File: config.mk
export PLATFORM = sky130hd
export DESIGN_NAME = id_ex_stage_flat
export DESIGN_NICKNAME = d
export VERILOG_FILES = /design/src/rtl/core_pkg.sv /design/src/rtl/id_ex_stage_if.sv /design/src/rtl/id_ex_stage_forward_unit.sv /design/src/rtl/id_ex_stage.sv /design/src/flat_wrapper.sv
export SDC_FILE = /design/constraint.sdc
export NUM_CORES = 1
export LEC_CHECK = 0
export CORE_AREA = 2 2 158 160
export DETAILED_ROUTE_END_ITERATION = 7
export DIE_AREA = 0 0 160 162
export PLACE_DENSITY = 0.71
export REMOVE_ABC_BUFFERS = 1
export SLEW_MARGIN = 5
export SYNTH_ARGS = -nofsm -noshare
export SYNTH_HDL_FRONTEND = slang
export SYNTH_HIERARCHICAL = 1
export SYNTH_SLANG_ARGS = --single-unit
File: constraint.sdc
create_clock -name clk -period 9.9 [get_ports clk]
set_input_delay 1.98 -clock clk [delete_from_list [all_inputs] [get_ports clk]]
set_output_delay 1.98 -clock clk [all_outputs]
set_load 0.005 [all_outputs]
File: src/rtl/core_pkg.sv
// Shared encodings for the RV32I execute-stage front end: ALU ops, result
// sources, forwarding selects and the registered EX control bundle.
package core_pkg;

  localparam logic [2:0] ALU_ADD = 3'b000;
  localparam logic [2:0] ALU_SLL = 3'b001;
  localparam logic [2:0] ALU_SUB = 3'b010;
  localparam logic [2:0] ALU_XOR = 3'b100;
  localparam logic [2:0] ALU_SRL = 3'b101;
  localparam logic [2:0] ALU_OR  = 3'b110;
  localparam logic [2:0] ALU_AND = 3'b111;

  localparam logic [1:0] RES_ALU  = 2'b00;
  localparam logic [1:0] RES_LOAD = 2'b01;
  localparam logic [1:0] RES_PC4  = 2'b10;

  typedef enum logic [1:0] {
    FWD_REG = 2'b00,
    FWD_WB  = 2'b01,
    FWD_MEM = 2'b10
  } fwd_sel_e;

  // All-zero value of this bundle is the pipeline bubble.
  typedef struct packed {
    logic       valid;
    logic       reg_write;
    logic       mem_write;
    logic       branch;
    logic       jump;
    logic [1:0] result_src;
    logic [2:0] alu_control;
    logic       alu_src_b;
    logic       alu_src_a_pc;
  } ex_ctrl_t;

endpackage

File: src/rtl/id_ex_stage_if.sv
// Signal bundle between ID, the MEM/WB forwarding sources and the ID/EX stage.
// The slave modport is the stage's view; master is the surrounding pipeline.
interface id_ex_stage_if #(
  parameter int XLEN   = 32,
  parameter int REG_AW = 5
);
  logic              id_valid;
  logic [REG_AW-1:0] id_rs1, id_rs2, id_rd;
  logic [XLEN-1:0]   id_rd1, id_rd2, id_imm, id_pc;
  logic [2:0]        id_alu_control;
  logic              id_alu_src_b, id_alu_src_a_pc;
  logic              id_reg_write, id_mem_write, id_branch, id_jump;
  logic [1:0]        id_result_src;
  logic              stall, flush;
  logic [REG_AW-1:0] mem_rd, wb_rd;
  logic              mem_reg_write, wb_reg_write;
  logic [XLEN-1:0]   mem_alu_result, wb_result;

  logic              load_use_hazard;
  logic [XLEN-1:0]   ex_src_a, ex_src_b, ex_write_data, ex_pc, ex_imm;
  logic [2:0]        ex_alu_control;
  logic [REG_AW-1:0] ex_rd;
  logic              ex_valid, ex_reg_write, ex_mem_write, ex_branch, ex_jump;
  logic [1:0]        ex_result_src;

  modport slave (
    input  id_valid, id_rs1, id_rs2, id_rd, id_rd1, id_rd2, id_imm, id_pc,
           id_alu_control, id_alu_src_b, id_alu_src_a_pc, id_reg_write,
           id_mem_write, id_branch, id_jump, id_result_src, stall, flush,
           mem_rd, mem_reg_write, mem_alu_result, wb_rd, wb_reg_write, wb_result,
    output load_use_hazard, ex_src_a, ex_src_b, ex_alu_control, ex_write_data,
           ex_rd, ex_pc, ex_imm, ex_valid, ex_reg_write, ex_mem_write,
           ex_branch, ex_jump, ex_result_src
  );

  modport master (
    output id_valid, id_rs1, id_rs2, id_rd, id_rd1, id_rd2, id_imm, id_pc,
           id_alu_control, id_alu_src_b, id_alu_src_a_pc, id_reg_write,
           id_mem_write, id_branch, id_jump, id_result_src, stall, flush,
           mem_rd, mem_reg_write, mem_alu_result, wb_rd, wb_reg_write, wb_result,
    input  load_use_hazard, ex_src_a, ex_src_b, ex_alu_control, ex_write_data,
           ex_rd, ex_pc, ex_imm, ex_valid, ex_reg_write, ex_mem_write,
           ex_branch, ex_jump, ex_result_src
  );
endinterface

File: src/rtl/id_ex_stage_forward_unit.sv
// Combinational RAW forwarding select for the two EX source registers.
// MEM beats WB; x0 is never forwarded.
module forward_unit
  import core_pkg::*;
#(
  parameter int REG_AW = 5
) (
  input  logic [REG_AW-1:0] ex_rs1_i,
  input  logic [REG_AW-1:0] ex_rs2_i,
  input  logic [REG_AW-1:0] mem_rd_i,
  input  logic              mem_reg_write_i,
  input  logic [REG_AW-1:0] wb_rd_i,
  input  logic              wb_reg_write_i,
  output fwd_sel_e          fwd_a_o,
  output fwd_sel_e          fwd_b_o
);

  function automatic fwd_sel_e pick(input logic [REG_AW-1:0] rs);
    if (mem_reg_write_i && (mem_rd_i != '0) && (mem_rd_i == rs)) return FWD_MEM;
    else if (wb_reg_write_i && (wb_rd_i != '0) && (wb_rd_i == rs)) return FWD_WB;
    else return FWD_REG;
  endfunction

  always_comb begin
    fwd_a_o = pick(ex_rs1_i);
    fwd_b_o = pick(ex_rs2_i);
  end

endmodule

File: src/rtl/id_ex_stage.sv
// ID/EX pipeline register with load-use bubble insertion and MEM/WB operand
// forwarding into the ALU A/B inputs and the store-data path.
module id_ex_stage
  import core_pkg::*;
#(
  parameter int XLEN   = 32,
  parameter int REG_AW = 5
) (
  input  logic         clk,
  input  logic         reset,
  id_ex_stage_if.slave bus
);

  ex_ctrl_t          ctrl_q, ctrl_d, id_ctrl;
  logic [REG_AW-1:0] rs1_q, rs1_d, rs2_q, rs2_d, rd_q, rd_d;
  logic [XLEN-1:0]   rd1_q, rd1_d, rd2_q, rd2_d, imm_q, imm_d, pc_q, pc_d;
  logic              load_use;
  fwd_sel_e          fwd_a, fwd_b;
  logic [XLEN-1:0]   fwd_rs1, fwd_rs2;

  assign load_use = ctrl_q.valid && (ctrl_q.result_src == RES_LOAD) && (rd_q != '0)
                    && ((rd_q == bus.id_rs1) || (rd_q == bus.id_rs2)) && bus.id_valid;

  always_comb begin
    id_ctrl = '{valid:        bus.id_valid,
                reg_write:    bus.id_reg_write,
                mem_write:    bus.id_mem_write,
                branch:       bus.id_branch,
                jump:         bus.id_jump,
                result_src:   bus.id_result_src,
                alu_control:  bus.id_alu_control,
                alu_src_b:    bus.id_alu_src_b,
                alu_src_a_pc: bus.id_alu_src_a_pc};
    if (!bus.id_valid) id_ctrl = '0;
  end

  always_comb begin
    ctrl_d = ctrl_q;
    rs1_d  = rs1_q;
    rs2_d  = rs2_q;
    rd_d   = rd_q;
    rd1_d  = rd1_q;
    rd2_d  = rd2_q;
    imm_d  = imm_q;
    pc_d   = pc_q;
    // Flush outranks stall; a load-use bubble only lands when not stalled.
    if (bus.flush || (!bus.stall && load_use)) begin
      ctrl_d = '0;
      rs1_d  = '0;
      rs2_d  = '0;
      rd_d   = '0;
      rd1_d  = '0;
      rd2_d  = '0;
      imm_d  = '0;
      pc_d   = '0;
    end else if (!bus.stall) begin
      ctrl_d = id_ctrl;
      rs1_d  = bus.id_rs1;
      rs2_d  = bus.id_rs2;
      rd_d   = bus.id_rd;
      rd1_d  = bus.id_rd1;
      rd2_d  = bus.id_rd2;
      imm_d  = bus.id_imm;
      pc_d   = bus.id_pc;
    end
  end

  always_ff @(posedge clk or posedge reset) begin
    if (reset) begin
      ctrl_q <= '0;
      rs1_q  <= '0;
      rs2_q  <= '0;
      rd_q   <= '0;
      rd1_q  <= '0;
      rd2_q  <= '0;
      imm_q  <= '0;
      pc_q   <= '0;
    end else begin
      ctrl_q <= ctrl_d;
      rs1_q  <= rs1_d;
      rs2_q  <= rs2_d;
      rd_q   <= rd_d;
      rd1_q  <= rd1_d;
      rd2_q  <= rd2_d;
      imm_q  <= imm_d;
      pc_q   <= pc_d;
    end
  end

  forward_unit #(.REG_AW(REG_AW)) u_fwd (
    .ex_rs1_i        (rs1_q),
    .ex_rs2_i        (rs2_q),
    .mem_rd_i        (bus.mem_rd),
    .mem_reg_write_i (bus.mem_reg_write),
    .wb_rd_i         (bus.wb_rd),
    .wb_reg_write_i  (bus.wb_reg_write),
    .fwd_a_o         (fwd_a),
    .fwd_b_o         (fwd_b)
  );

  always_comb begin
    case (fwd_a)
      FWD_MEM: fwd_rs1 = bus.mem_alu_result;
      FWD_WB:  fwd_rs1 = bus.wb_result;
      default: fwd_rs1 = rd1_q;
    endcase
    case (fwd_b)
      FWD_MEM: fwd_rs2 = bus.mem_alu_result;
      FWD_WB:  fwd_rs2 = bus.wb_result;
      default: fwd_rs2 = rd2_q;
    endcase
  end

  assign bus.load_use_hazard = load_use;
  assign bus.ex_src_a        = ctrl_q.alu_src_a_pc ? pc_q : fwd_rs1;
  assign bus.ex_src_b        = ctrl_q.alu_src_b ? imm_q : fwd_rs2;
  assign bus.ex_write_data   = fwd_rs2;
  assign bus.ex_alu_control  = ctrl_q.alu_control;
  assign bus.ex_rd           = rd_q;
  assign bus.ex_pc           = pc_q;
  assign bus.ex_imm          = imm_q;
  assign bus.ex_valid        = ctrl_q.valid;
  assign bus.ex_reg_write    = ctrl_q.reg_write;
  assign bus.ex_mem_write    = ctrl_q.mem_write;
  assign bus.ex_branch       = ctrl_q.branch;
  assign bus.ex_jump         = ctrl_q.jump;
  assign bus.ex_result_src   = ctrl_q.result_src;

endmodule

File: src/flat_wrapper.sv
// flat-port wrapper written by rule: the top's interface ports become plain ports
module id_ex_stage_flat import core_pkg::*;
#(
  parameter int XLEN   = 32,
  parameter int REG_AW = 5
)
  (clk, reset, bus_id_valid, bus_id_rs1, bus_id_rs2, bus_id_rd, bus_id_rd1, bus_id_rd2, bus_id_imm, bus_id_pc, bus_id_alu_control, bus_id_alu_src_b, bus_id_alu_src_a_pc, bus_id_reg_write, bus_id_mem_write, bus_id_branch, bus_id_jump, bus_id_result_src, bus_stall, bus_flush, bus_mem_rd, bus_mem_reg_write, bus_mem_alu_result, bus_wb_rd, bus_wb_reg_write, bus_wb_result, bus_load_use_hazard, bus_ex_src_a, bus_ex_src_b, bus_ex_alu_control, bus_ex_write_data, bus_ex_rd, bus_ex_pc, bus_ex_imm, bus_ex_valid, bus_ex_reg_write, bus_ex_mem_write, bus_ex_branch, bus_ex_jump, bus_ex_result_src);
  id_ex_stage_if #(.XLEN(XLEN), .REG_AW(REG_AW)) bus_i ();
  input  logic clk;
  input  logic reset;
  input wire logic [$bits(bus_i.id_valid)-1:0] bus_id_valid;
  input wire logic [$bits(bus_i.id_rs1)-1:0] bus_id_rs1;
  input wire logic [$bits(bus_i.id_rs2)-1:0] bus_id_rs2;
  input wire logic [$bits(bus_i.id_rd)-1:0] bus_id_rd;
  input wire logic [$bits(bus_i.id_rd1)-1:0] bus_id_rd1;
  input wire logic [$bits(bus_i.id_rd2)-1:0] bus_id_rd2;
  input wire logic [$bits(bus_i.id_imm)-1:0] bus_id_imm;
  input wire logic [$bits(bus_i.id_pc)-1:0] bus_id_pc;
  input wire logic [$bits(bus_i.id_alu_control)-1:0] bus_id_alu_control;
  input wire logic [$bits(bus_i.id_alu_src_b)-1:0] bus_id_alu_src_b;
  input wire logic [$bits(bus_i.id_alu_src_a_pc)-1:0] bus_id_alu_src_a_pc;
  input wire logic [$bits(bus_i.id_reg_write)-1:0] bus_id_reg_write;
  input wire logic [$bits(bus_i.id_mem_write)-1:0] bus_id_mem_write;
  input wire logic [$bits(bus_i.id_branch)-1:0] bus_id_branch;
  input wire logic [$bits(bus_i.id_jump)-1:0] bus_id_jump;
  input wire logic [$bits(bus_i.id_result_src)-1:0] bus_id_result_src;
  input wire logic [$bits(bus_i.stall)-1:0] bus_stall;
  input wire logic [$bits(bus_i.flush)-1:0] bus_flush;
  input wire logic [$bits(bus_i.mem_rd)-1:0] bus_mem_rd;
  input wire logic [$bits(bus_i.mem_reg_write)-1:0] bus_mem_reg_write;
  input wire logic [$bits(bus_i.mem_alu_result)-1:0] bus_mem_alu_result;
  input wire logic [$bits(bus_i.wb_rd)-1:0] bus_wb_rd;
  input wire logic [$bits(bus_i.wb_reg_write)-1:0] bus_wb_reg_write;
  input wire logic [$bits(bus_i.wb_result)-1:0] bus_wb_result;
  output wire logic [$bits(bus_i.load_use_hazard)-1:0] bus_load_use_hazard;
  output wire logic [$bits(bus_i.ex_src_a)-1:0] bus_ex_src_a;
  output wire logic [$bits(bus_i.ex_src_b)-1:0] bus_ex_src_b;
  output wire logic [$bits(bus_i.ex_alu_control)-1:0] bus_ex_alu_control;
  output wire logic [$bits(bus_i.ex_write_data)-1:0] bus_ex_write_data;
  output wire logic [$bits(bus_i.ex_rd)-1:0] bus_ex_rd;
  output wire logic [$bits(bus_i.ex_pc)-1:0] bus_ex_pc;
  output wire logic [$bits(bus_i.ex_imm)-1:0] bus_ex_imm;
  output wire logic [$bits(bus_i.ex_valid)-1:0] bus_ex_valid;
  output wire logic [$bits(bus_i.ex_reg_write)-1:0] bus_ex_reg_write;
  output wire logic [$bits(bus_i.ex_mem_write)-1:0] bus_ex_mem_write;
  output wire logic [$bits(bus_i.ex_branch)-1:0] bus_ex_branch;
  output wire logic [$bits(bus_i.ex_jump)-1:0] bus_ex_jump;
  output wire logic [$bits(bus_i.ex_result_src)-1:0] bus_ex_result_src;
  assign bus_i.id_valid = bus_id_valid;
  assign bus_i.id_rs1 = bus_id_rs1;
  assign bus_i.id_rs2 = bus_id_rs2;
  assign bus_i.id_rd = bus_id_rd;
  assign bus_i.id_rd1 = bus_id_rd1;
  assign bus_i.id_rd2 = bus_id_rd2;
  assign bus_i.id_imm = bus_id_imm;
  assign bus_i.id_pc = bus_id_pc;
  assign bus_i.id_alu_control = bus_id_alu_control;
  assign bus_i.id_alu_src_b = bus_id_alu_src_b;
  assign bus_i.id_alu_src_a_pc = bus_id_alu_src_a_pc;
  assign bus_i.id_reg_write = bus_id_reg_write;
  assign bus_i.id_mem_write = bus_id_mem_write;
  assign bus_i.id_branch = bus_id_branch;
  assign bus_i.id_jump = bus_id_jump;
  assign bus_i.id_result_src = bus_id_result_src;
  assign bus_i.stall = bus_stall;
  assign bus_i.flush = bus_flush;
  assign bus_i.mem_rd = bus_mem_rd;
  assign bus_i.mem_reg_write = bus_mem_reg_write;
  assign bus_i.mem_alu_result = bus_mem_alu_result;
  assign bus_i.wb_rd = bus_wb_rd;
  assign bus_i.wb_reg_write = bus_wb_reg_write;
  assign bus_i.wb_result = bus_wb_result;
  assign bus_load_use_hazard = bus_i.load_use_hazard;
  assign bus_ex_src_a = bus_i.ex_src_a;
  assign bus_ex_src_b = bus_i.ex_src_b;
  assign bus_ex_alu_control = bus_i.ex_alu_control;
  assign bus_ex_write_data = bus_i.ex_write_data;
  assign bus_ex_rd = bus_i.ex_rd;
  assign bus_ex_pc = bus_i.ex_pc;
  assign bus_ex_imm = bus_i.ex_imm;
  assign bus_ex_valid = bus_i.ex_valid;
  assign bus_ex_reg_write = bus_i.ex_reg_write;
  assign bus_ex_mem_write = bus_i.ex_mem_write;
  assign bus_ex_branch = bus_i.ex_branch;
  assign bus_ex_jump = bus_i.ex_jump;
  assign bus_ex_result_src = bus_i.ex_result_src;
  id_ex_stage #(.XLEN(XLEN), .REG_AW(REG_AW)) u_core (.clk(clk), .reset(reset), .bus(bus_i));
endmodule
==> results of run 1 <==
state kept, by name (all words and copies together), names as in the netlist, 3 cells and up:
signal,flops
u_core/bus.ex_imm,32
u_core/bus.ex_pc,32
u_core/rd1_q,32
u_core/rd2_q,32
u_core/bus.ex_rd,5
u_core/rs1_q,5
u_core/rs2_q,5
u_core/bus.ex_alu_control,3
per-layer routing:
metal	up-vias	GRT usage, %	part of all wire, %
li1	4187	-	-
met1	4471	33.98	41
met2	470	44.92	49
met3	75	5.031	7.5
met4	0	10.03	3.0
met5	-	0	0
final cells by class:
type | count | area [sq um] | area share (%)
inverter | 16 | 66.31 | 0.5002
clock buffer | 20 | 456.7 | 3.445
clock inverter | 11 | 143.9 | 1.085
tap | 324 | 405.4 | 3.058
timing repair buffer | 419 | 4167 | 31.43
sequential | 155 | 3881 | 29.28
multi-input combinational | 703 | 4136 | 31.20
power by group:
group	switching, W	internal [W]	total [W]
clock network	0.000272	0.000409	0.000681
registers	0.0000355	0.000668	0.000703
logic	0.000137	0.000205	0.000343
total	0.000444	0.00128	0.00173
worst max-delay path, cell delays in order:
cell and delay [ns]:
clkdlybuf4s50_1 0.47, or4_1 0.54, o21ai_2 0.14, nor4_1 0.10, nor4_1 0.40, inv_1 0.10, ha_2 1.14, o21ai_0 0.34
mux2_2 0.33, clkdlybuf4s50_1 0.45
path summary, 6_finish.rpt:
kind	startpoint	end	slack (ns)
worst max-delay path	bus_mem_rd[4]	bus_ex_src_b[24]	1.87
worst min-delay path	u_core/bus.ex_branch$_DFFE_PP0P_	u_core/bus.ex_branch$_DFFE_PP0P_	0.48
worst max register to register	u_core/bus.ex_rd[2]$_DFFE_PP0P_	u_core/rs1_q[3]$_DFFE_PP0P_	6.47
worst min register to register	u_core/bus.ex_branch$_DFFE_PP0P_	u_core/bus.ex_branch$_DFFE_PP0P_	0.48
max in group asynchronous	reset	u_core/bus.ex_imm[30]$_DFFE_PP0P_	6.24
min in group asynchronous	reset	u_core/bus.ex_rd[2]$_DFFE_PP0P_	2.08
synthesized netlist by cell type:
cell,number
xnor2_1,16
nor4_1,4
dfrtp_1,155
nor2_1,37
buf_6,5
o21ai_2,1
ha_1,4
buf_1,6
a211o_1,1
nand2_1,254
xor2_1,14
inv_1,15
o22ai_1,86
nand3_1,2
or4_1,2
o21ai_0,73
mux2_2,32
a32o_1,50
buf_4,7
a21oi_1,32
clkbuf_1,75
nand4b_1,1
nor2b_1,2
o41ai_1,10
nand4_1,2
nand2b_1,1
inv_2,1
nor3_1,3
a22oi_1,65
nand3b_1,11
buf_2,12
kinds of logic (layout without fill, tap and decap cells):
family / count (synthesis) / in the layout / synth area share, %
compound gates: 318 / 318 / 25.31
mux: 32 / 32 / 4.229
flops: 155 / 155 / 45.51
xor+xnor: 30 / 30 / 3.083
fa+ha+maj: 4 / 4 / 0.5873
buf+inv: 121 / 466 / 6.254
simple gates: 319 / 319 / 15.02
metrics by stage:
stage	total power, W	worst slack, ns	instances	utilization, %	hold WS (ns)
finish	0.001727	1.871	1648	54.99	0.4832
global placement	0.001052	1.986	1617	52.50	0.4652
floorplan	0.0008127	3.064	874	-	0.4661
global route	0.001794	1.625	1648	54.99	0.5107
CTS	0.001737	1.903	1648	54.99	0.4873
detailed placement	0.001056	1.931	1617	52.50	0.4718
==> qor.yml, run 1 <==
insertion_delay_ns: 0.42
yosysUniqueCellTypes: 31
yosysTopAreaCell: "dfrtp_1"
r2r_cells: 8
hold_viol: 0
syn_inst: 979
layout.nets: 1551
finalWeightedCongestion: 0.9109
core_area_sq_um: 24110
h-tree-depth: 4
report.final.setup_viol: 0
yosys.area.top_type_share_pct: 45.51
synthTopCellsByArea: "dfrtp_1 46%, nand2_1 11%, o22ai_1 6.3%"
start_util_pct: 35.35
crit_path_max_fanout: 64
cp-start-kind: "primary input"
post-cts-setup-buffers: 0
drtPass1Iterations: 8
die_x_um: 160
avgRoutedWirePerCell_um: 21.53
antenna_found_initial: 0
holdPathStages: 2
gr-total-overflow: 0
maxCapViolations: 0
drt_iter0_markers: 820
num_vias: 9203
max_freq_ghz: 0.1246
power_density_nw_per_um2: 130.3
die_area_sq_um: 25920
syn_avg_cell_area_sq_um: 8.705
maxSlewViolCount: 0
cts_tree: "done"
clockRootBuffer: "clkbuf_16"
num_rows: 57
place_area_sq_um: 12660
hold_class: "reg2reg"
yosys_warnings: 6
skew_ns: 0.009458
drive_gt1_share_pct: 6.420
port-buffer-count: 410
via_per_inst: 5.584
io_pins: 411
clk_pin_slew_ns: 0.07
worst_pin_slew_ns: 1.220
layout_commonest_cell: "clkdlybuf4s50_1"
totalWireLength_mm: 35.48
syn_to_final_growth_pct: 55.56
status: "finished clean"
cts_hold_buffers: 0
p_leak_nw: 5.057
worst_setup_path_end_kind: "output pin"
die_h_um: 162
fin_tns_setup_ns: 0
crit_type: "in2out"
syn_area_sq_um: 8522
cts_sinks: 155
rsz0062_at_grt: "no"
seq_area_frac_synth_pct: 45.51
fin_area_sq_um: 13260
grt_max_degree: 80
grt_pass1_vias: 8909
layout_common_cells: "408 x clkdlybuf4s50_1, 254 x nand2_1, 153 x dfrtp_1"
fillers: 2249
grtUsageTotal_pct: 26.57
relSlewSlack_pct: 18.64
cts_buffers: 17
ant_nets: 0
clock_path_buffers: 2
min_period_ns: 8.029
finalCritPeriodShare_pct: 81.10
insertedDiodeCount: 0
ys_ff_latch: 155
dpl.hpwl_mm: 23.58
peakVddDrop_uv: 85.58
drcViolationCount: 0
arrival_ns: 6.05
cts_resized: 0
grt_pass1_wl_mm: 53.60
crit_required_ns: 7.92
Note: power is estimated with default switching activity, not from simulation.
==> run 2: changes to the inputs <==
==> constraint.sdc (replaced) <==
create_clock -name clk -period 7.4 [get_ports clk]
set_input_delay 1.48 -clock clk [delete_from_list [all_inputs] [get_ports clk]]
set_output_delay 1.48 -clock clk [all_outputs]
set_load 0.005 [all_outputs]
==> run 2 against run 1 <==
Setup slack got worse by 1.3 ns. Clock skew increased by 0.0040 ns. Cell area rose by 0.25%. Die area is the same. Largest cell class unchanged. Highest routed layer unchanged. Cell count up 0.24%. Hold slack lost 0.00057 ns. Sequential power grew 34%. Register-to-register slack lost 2.3 ns. Count of clock-buffer cells in the layout fell by 2. Sequential share of layout area fell by 0.072 points. Clock power increased by 33%. Critical endpoint unchanged.
==> qor.yml, run 2 (synthesized netlist as in run 1, its figures left out) <==
cts_sinks: 155  # unchanged
layout.nets: 1554  # +0.19%
grt_pass1_wl_mm: 52.65  # -1.8%
die_x_um: 160  # unchanged
final_util_pct: 55.13  # +0.13 points
drt_iter0_markers: 815  # -0.61%
grt.busiest_layer: "met2"
port-buffer-count: 410  # unchanged
post-cts-setup-buffers: 0  # unchanged
grt_pass1_vias: 8939  # +0.34%
grt.met3_usage_pct: 5.618  # +0.59 points
swShare_pct: 26.04  # +0.30 points
num_vias: 9201  # -0.022%
start_util_pct: 35.35  # unchanged
hold_viol: 0  # unchanged
avgRoutedWirePerCell_um: 21.10  # -2.0%
num_rows: 57  # unchanged
core_area_sq_um: 24110  # unchanged
status: "finished clean"
peakVddDrop_uv: 164.9  # +93%
instances_no_fill: 1652  # +0.24%
die_area_sq_um: 25920  # unchanged
syn_to_final_growth_pct: 55.94
drcViolationCount: 0  # unchanged
seqPwrFrac_pct: 40.8  # about the same
hold_ws_ns: 0.4826  # -0.0005660 ns
max_freq_ghz: 0.1456
netSwitchingPower_w: 0.0005994  # +35%
gr-total-overflow: 0  # unchanged
drtPass1Iterations: 6  # -2
ant_nets: 0  # unchanged
h-tree-depth: 4  # unchanged
totalWireLength_mm: 34.86  # -1.7%
worst_pin_slew_ns: 1.137  # -0.08345 ns
met2_usage_pct: 42.64  # -2.3 points
pwr-share-clk_pct: 39.2  # -0.2 points
cts_resized: 0  # unchanged
dp.cells: 1620  # +0.19%
grt_max_degree: 89  # +11%
fillers: 2273  # +1.1%
report.final.setup_viol: 0  # unchanged
relSlewSlack_pct: 24.20  # +5.6 points
crit_type: "in2out"
r2r_slack_ns: 4.18  # -2.29 ns
via_per_inst: 5.570  # -0.26%
io_pins: 411  # unchanged
clock_path_buffers: 2  # unchanged
finalWeightedCongestion: 0.9045  # -0.70%
layout_commonest_cell: "clkdlybuf4s50_1"
clockRootBuffer: "clkbuf_16"
p_leak_nw: 5.072  # +0.28%
cp-start-kind: "primary input"
grtUsageTotal_pct: 26.05  # -0.53 points
internal-power_w: 0.001703  # +33%
cts_tree: "done"
power_density_nw_per_um2: 173.2  # +33%
clk_pin_slew_ns: 0.07  # about the same
crit_path_max_fanout: 36  # -44%
insertion_delay_ns: 0.42  # about the same
min_period_ns: 6.869
multi_input_area_sq_um: 4136  # unchanged
gr-usage-met1_pct: 33.91  # -0.071 points
worst_setup_path_end_kind: "output pin"
skew_ns: 0.01349  # +0.004036 ns
maxCapViolations: 0  # unchanged
cts_buffers: 17  # unchanged
finalCritPeriodShare_pct: 92.83
crit_required_ns: 5.92  # -2.00 ns
ff_latch_area_sq_um: 3881  # unchanged
drive_gt1_share_pct: 6.631  # +0.21 points
cts_hold_buffers: 0  # unchanged
layout_common_cells: "408 x clkdlybuf4s50_1, 254 x nand2_1, 153 x dfrtp_1"
fin_tns_setup_ns: 0  # unchanged
rsz0062_at_grt: "no"
maxSlewViolCount: 0  # unchanged
antenna_found_initial: 1  # +1
die_h_um: 162  # unchanged
pwr-share-comb_pct: 19.9  # about the same
dpl.hpwl_mm: 23.85  # +1.1%
hold_class: "reg2reg"
arrival_ns: 5.39  # -0.66 ns
-- run 2: worst paths after layout --
path | cells past startpoint | startpoint | endpoint
max | 11 | bus_mem_rd[1] | bus_ex_src_b[24]
max in group asynchronous | 3 | reset | u_core/ctrl_q[1]$_DFFE_PP0P_
min | 2 | u_core/bus.ex_reg_write$_DFFE_PP0P_ | u_core/bus.ex_reg_write$_DFFE_PP0P_
min in group asynchronous | 2 | reset | u_core/rs2_q[4]$_DFFE_PP0P_
max reg2reg | 8 | u_core/bus.ex_rd[1]$_DFFE_PP0P_ | u_core/rs2_q[1]$_DFFE_PP0P_
min reg2reg | 2 | u_core/bus.ex_reg_write$_DFFE_PP0P_ | u_core/bus.ex_reg_write$_DFFE_PP0P_
-- run 2: stage by stage --
stage                     total power [W]  area, sq um  setup WS [ns]
after floorplan                  0.001087         8049          1.359
after global placement           0.001408        12690         0.6725
after detailed placement         0.001414        12690         0.5251
after CTS                        0.002325        13290         0.5353
after global routing             0.002401        13290         0.2486
final                            0.002302        13290         0.5306
-- run 2: final cells by class --
| cell class | instances | share of cell area, % |
|---|---|---|
| Multi-Input combinational cell | 703 | 31.13 |
| Sequential cell | 155 | 29.21 |
| Clock inverter | 13 | 1.252 |
| Inverter | 16 | 0.4990 |
| Timing Repair Buffer | 422 | 31.62 |
| Antenna cell | 1 | 0.01883 |
| Clock buffer | 18 | 3.229 |
| Tap cell | 324 | 3.051 |
-- run 2: routing by layer --
layer / wire (um) / part of all wire, % / up-vias
met1: 14180 / 41 / 4479
li1: - / - / 4187
met2: 17030 / 49 / 472
met5: 0 / 0 / -
met4: 1112 / 3.2 / 0
met3: 2539 / 7.3 / 63
-- run 2: critical path, cell delays in order --
cell and delay [ns]:
clkdlybuf4s50_1 0.47, or4_1 0.56, o21ai_2 0.14, nor4_1 0.11, nor4_1 0.43, inv_1 0.09, ha_2 0.67, buf_4 0.45
o21ai_0 0.20, mux2_2 0.29, clkdlybuf4s50_1 0.45
-- run 2: power by group through the flow --
stage | sequential [W] | combinational [W] | clock [W]
after floorplan | 0.000942 | 0.000145 | 0
after global placement | 0.000954 | 0.000454 | 0
after detailed placement | 0.000955 | 0.000459 | 0
after CTS | 0.000940 | 0.000462 | 0.000923
after global routing | 0.000946 | 0.000495 | 0.000960
final | 0.000940 | 0.000459 | 0.000903
==> run 3: changes to the inputs <==
--- a/config.mk
+++ b/config.mk
@@ -15,3 +15,4 @@
 export SYNTH_HDL_FRONTEND = slang
 export SYNTH_HIERARCHICAL = 1
 export SYNTH_SLANG_ARGS = --single-unit
+export TNS_END_PERCENT = 10
==> results of run 3 <==
The final DEF is identical to that of run 2; final timing and power are the same.
==> RTL edit: new RTL, flow settings as in run 1 <==
`REG_AW` is set to 5 in 4 places; all go to 4.
--- a/src/rtl/id_ex_stage_if.sv
+++ b/src/rtl/id_ex_stage_if.sv
@@ -2,7 +2,7 @@
 // The slave modport is the stage's view; master is the surrounding pipeline.
 interface id_ex_stage_if #(
   parameter int XLEN   = 32,
-  parameter int REG_AW = 5
+  parameter int REG_AW = 4
 );
   logic              id_valid;
   logic [REG_AW-1:0] id_rs1, id_rs2, id_rd;
--- a/src/rtl/id_ex_stage_forward_unit.sv
+++ b/src/rtl/id_ex_stage_forward_unit.sv
@@ -3,7 +3,7 @@
 module forward_unit
   import core_pkg::*;
 #(
-  parameter int REG_AW = 5
+  parameter int REG_AW = 4
 ) (
   input  logic [REG_AW-1:0] ex_rs1_i,
   input  logic [REG_AW-1:0] ex_rs2_i,
--- a/src/rtl/id_ex_stage.sv
+++ b/src/rtl/id_ex_stage.sv
@@ -4,7 +4,7 @@
   import core_pkg::*;
 #(
   parameter int XLEN   = 32,
-  parameter int REG_AW = 5
+  parameter int REG_AW = 4
 ) (
   input  logic         clk,
   input  logic         reset,
--- a/src/flat_wrapper.sv
+++ b/src/flat_wrapper.sv
@@ -2,7 +2,7 @@
 module id_ex_stage_flat import core_pkg::*;
 #(
   parameter int XLEN   = 32,
-  parameter int REG_AW = 5
+  parameter int REG_AW = 4
 )
   (clk, reset, bus_id_valid, bus_id_rs1, bus_id_rs2, bus_id_rd, bus_id_rd1, bus_id_rd2, bus_id_imm, bus_id_pc, bus_id_alu_control, bus_id_alu_src_b, bus_id_alu_src_a_pc, bus_id_reg_write, bus_id_mem_write, bus_id_branch, bus_id_jump, bus_id_result_src, bus_stall, bus_flush, bus_mem_rd, bus_mem_reg_write, bus_mem_alu_result, bus_wb_rd, bus_wb_reg_write, bus_wb_result, bus_load_use_hazard, bus_ex_src_a, bus_ex_src_b, bus_ex_alu_control, bus_ex_write_data, bus_ex_rd, bus_ex_pc, bus_ex_imm, bus_ex_valid, bus_ex_reg_write, bus_ex_mem_write, bus_ex_branch, bus_ex_jump, bus_ex_result_src);
   id_ex_stage_if #(.XLEN(XLEN), .REG_AW(REG_AW)) bus_i ();
Ports: changed (6 resized); port bits go from 411 to 405. The function was not compared with the original's and may differ.
==> RTL edit against run 1 <==
Cell area is 0.78% lower; sequential cell count is 3 lower; total power is 3.9% higher; utilization is 0.43 points lower; worst setup slack better by 0.49 ns; routed wire length is 2.9% lower; synthesized area is 1.4% lower; critical path depth is 2 lower; critical path type unchanged; critical endpoint is now bus_ex_src_b[11].
==> RTL edit: results (changes against run 1) <==
r2r_slack_ns: 6.56  # +0.09 ns
portBuffers: 404  # -1.5%
regArea_sq_um: 3810  # -1.9%
synthTopCellsByArea: "dfrtp_1, nand2_1, o22ai_1"
met2_length_microns: 16700  # -4.1%
dr_wl_met3_microns: 2480  # -6.5%
cp_max_fo: 32  # -50%
fin_skew_ns: 0.0130  # +0.00359 ns
min_from: "u_core/bus.ex_mem_write$_DFFE_PP0P_"
drive_gt1_frac: 0.0743  # +0.0101
peakVddDrop_v: 0.0000887  # +3.7%
viasPerCell: 5.55  # -0.60%
crit_path_start: "bus_mem_rd[0]"
drt_iter0_markers: 966  # +18%
regToRegStartpoint: "u_core/bus.ex_rd[0]$_DFFE_PP0P_"
hold_end: "u_core/bus.ex_mem_write$_DFFE_PP0P_"
cp_top_family: "compound AO/OA/AOI/OAI gates"
synthAdderAreaFrac: 0.00596  # +0.0000831
holdWs_ns: 0.489  # +0.00590 ns
seq_area_frac_synth: 0.453  # -0.00250
synth-xor-area-share: 0.0250  # -0.00582
firstDrtPassIters: 7  # -1
p_seq_frac: 0.383  # -0.024
grt_max_degree: 88  # +10%
grt_pass1_wl_microns: 52200  # -2.5%
rr_endpoint: "u_core/bus.ex_imm[17]$_DFFE_PP0P_"
synthTopCellsByCount: "nand2_1, dfrtp_1, o22ai_1"
finalWeightedCongestion: 0.880  # -3.3%
wl_per_cell_microns: 21.3  # -1.0%
p_leak_uw: 0.00505  # about the same
comb_power_share: 0.197  # -0.002
slowest_delay_ns: 0.86  # -0.28 ns
status: "complete, no violations"
power.internal_uw: 1350  # +5.1%
dp_hpwl_microns: 23300  # -1.3%
synthMuxAreaShare: 0.0429  # +0.000598
cp_data_arrival_time_ns: 5.56  # -0.49 ns
synth-compound-area-share: 0.264  # +0.0106
wl_met1_microns: 14200  # -1.4%
grt_pass1_vias: 8966  # +0.64%
yosysUniqueCellTypes: 32  # +3.2%
setup_slack_ns: 2.36  # +0.493 ns
## RTL edit: cell types whose count changed after synthesis, sizes merged, moves of 3 or more
| cell | before | now |
|---|---|---|
| nand2 | 254 | 246 |
| xnor2 | 16 | 8 |
| dfrtp | 155 | 152 |
| nor2 | 37 | 34 |
| nor3 | 3 | 0 |
## RTL edit: stage by stage
| step | area, sq um | std cells |
|---|---|---|
| 6_report | 13200 | 1616 |
| 5_1_grt | 13200 | 1616 |
| 4_1_cts | 13200 | 1616 |
| 3_5_place_dp | 12500 | 1586 |
| 3_3_place_gp | 12500 | 1586 |
| 2_1_floorplan | 7910 | 847 |
## RTL edit: final cells by class
cell class / instances / area share
Inverter: 14 / 0.00447
Tap cell: 324 / 0.0308
Sequential cell: 152 / 0.289
Clock inverter: 11 / 0.0166
Multi-Input combinational cell: 681 / 0.311
Timing Repair Buffer: 415 / 0.313
Clock buffer: 19 / 0.0344
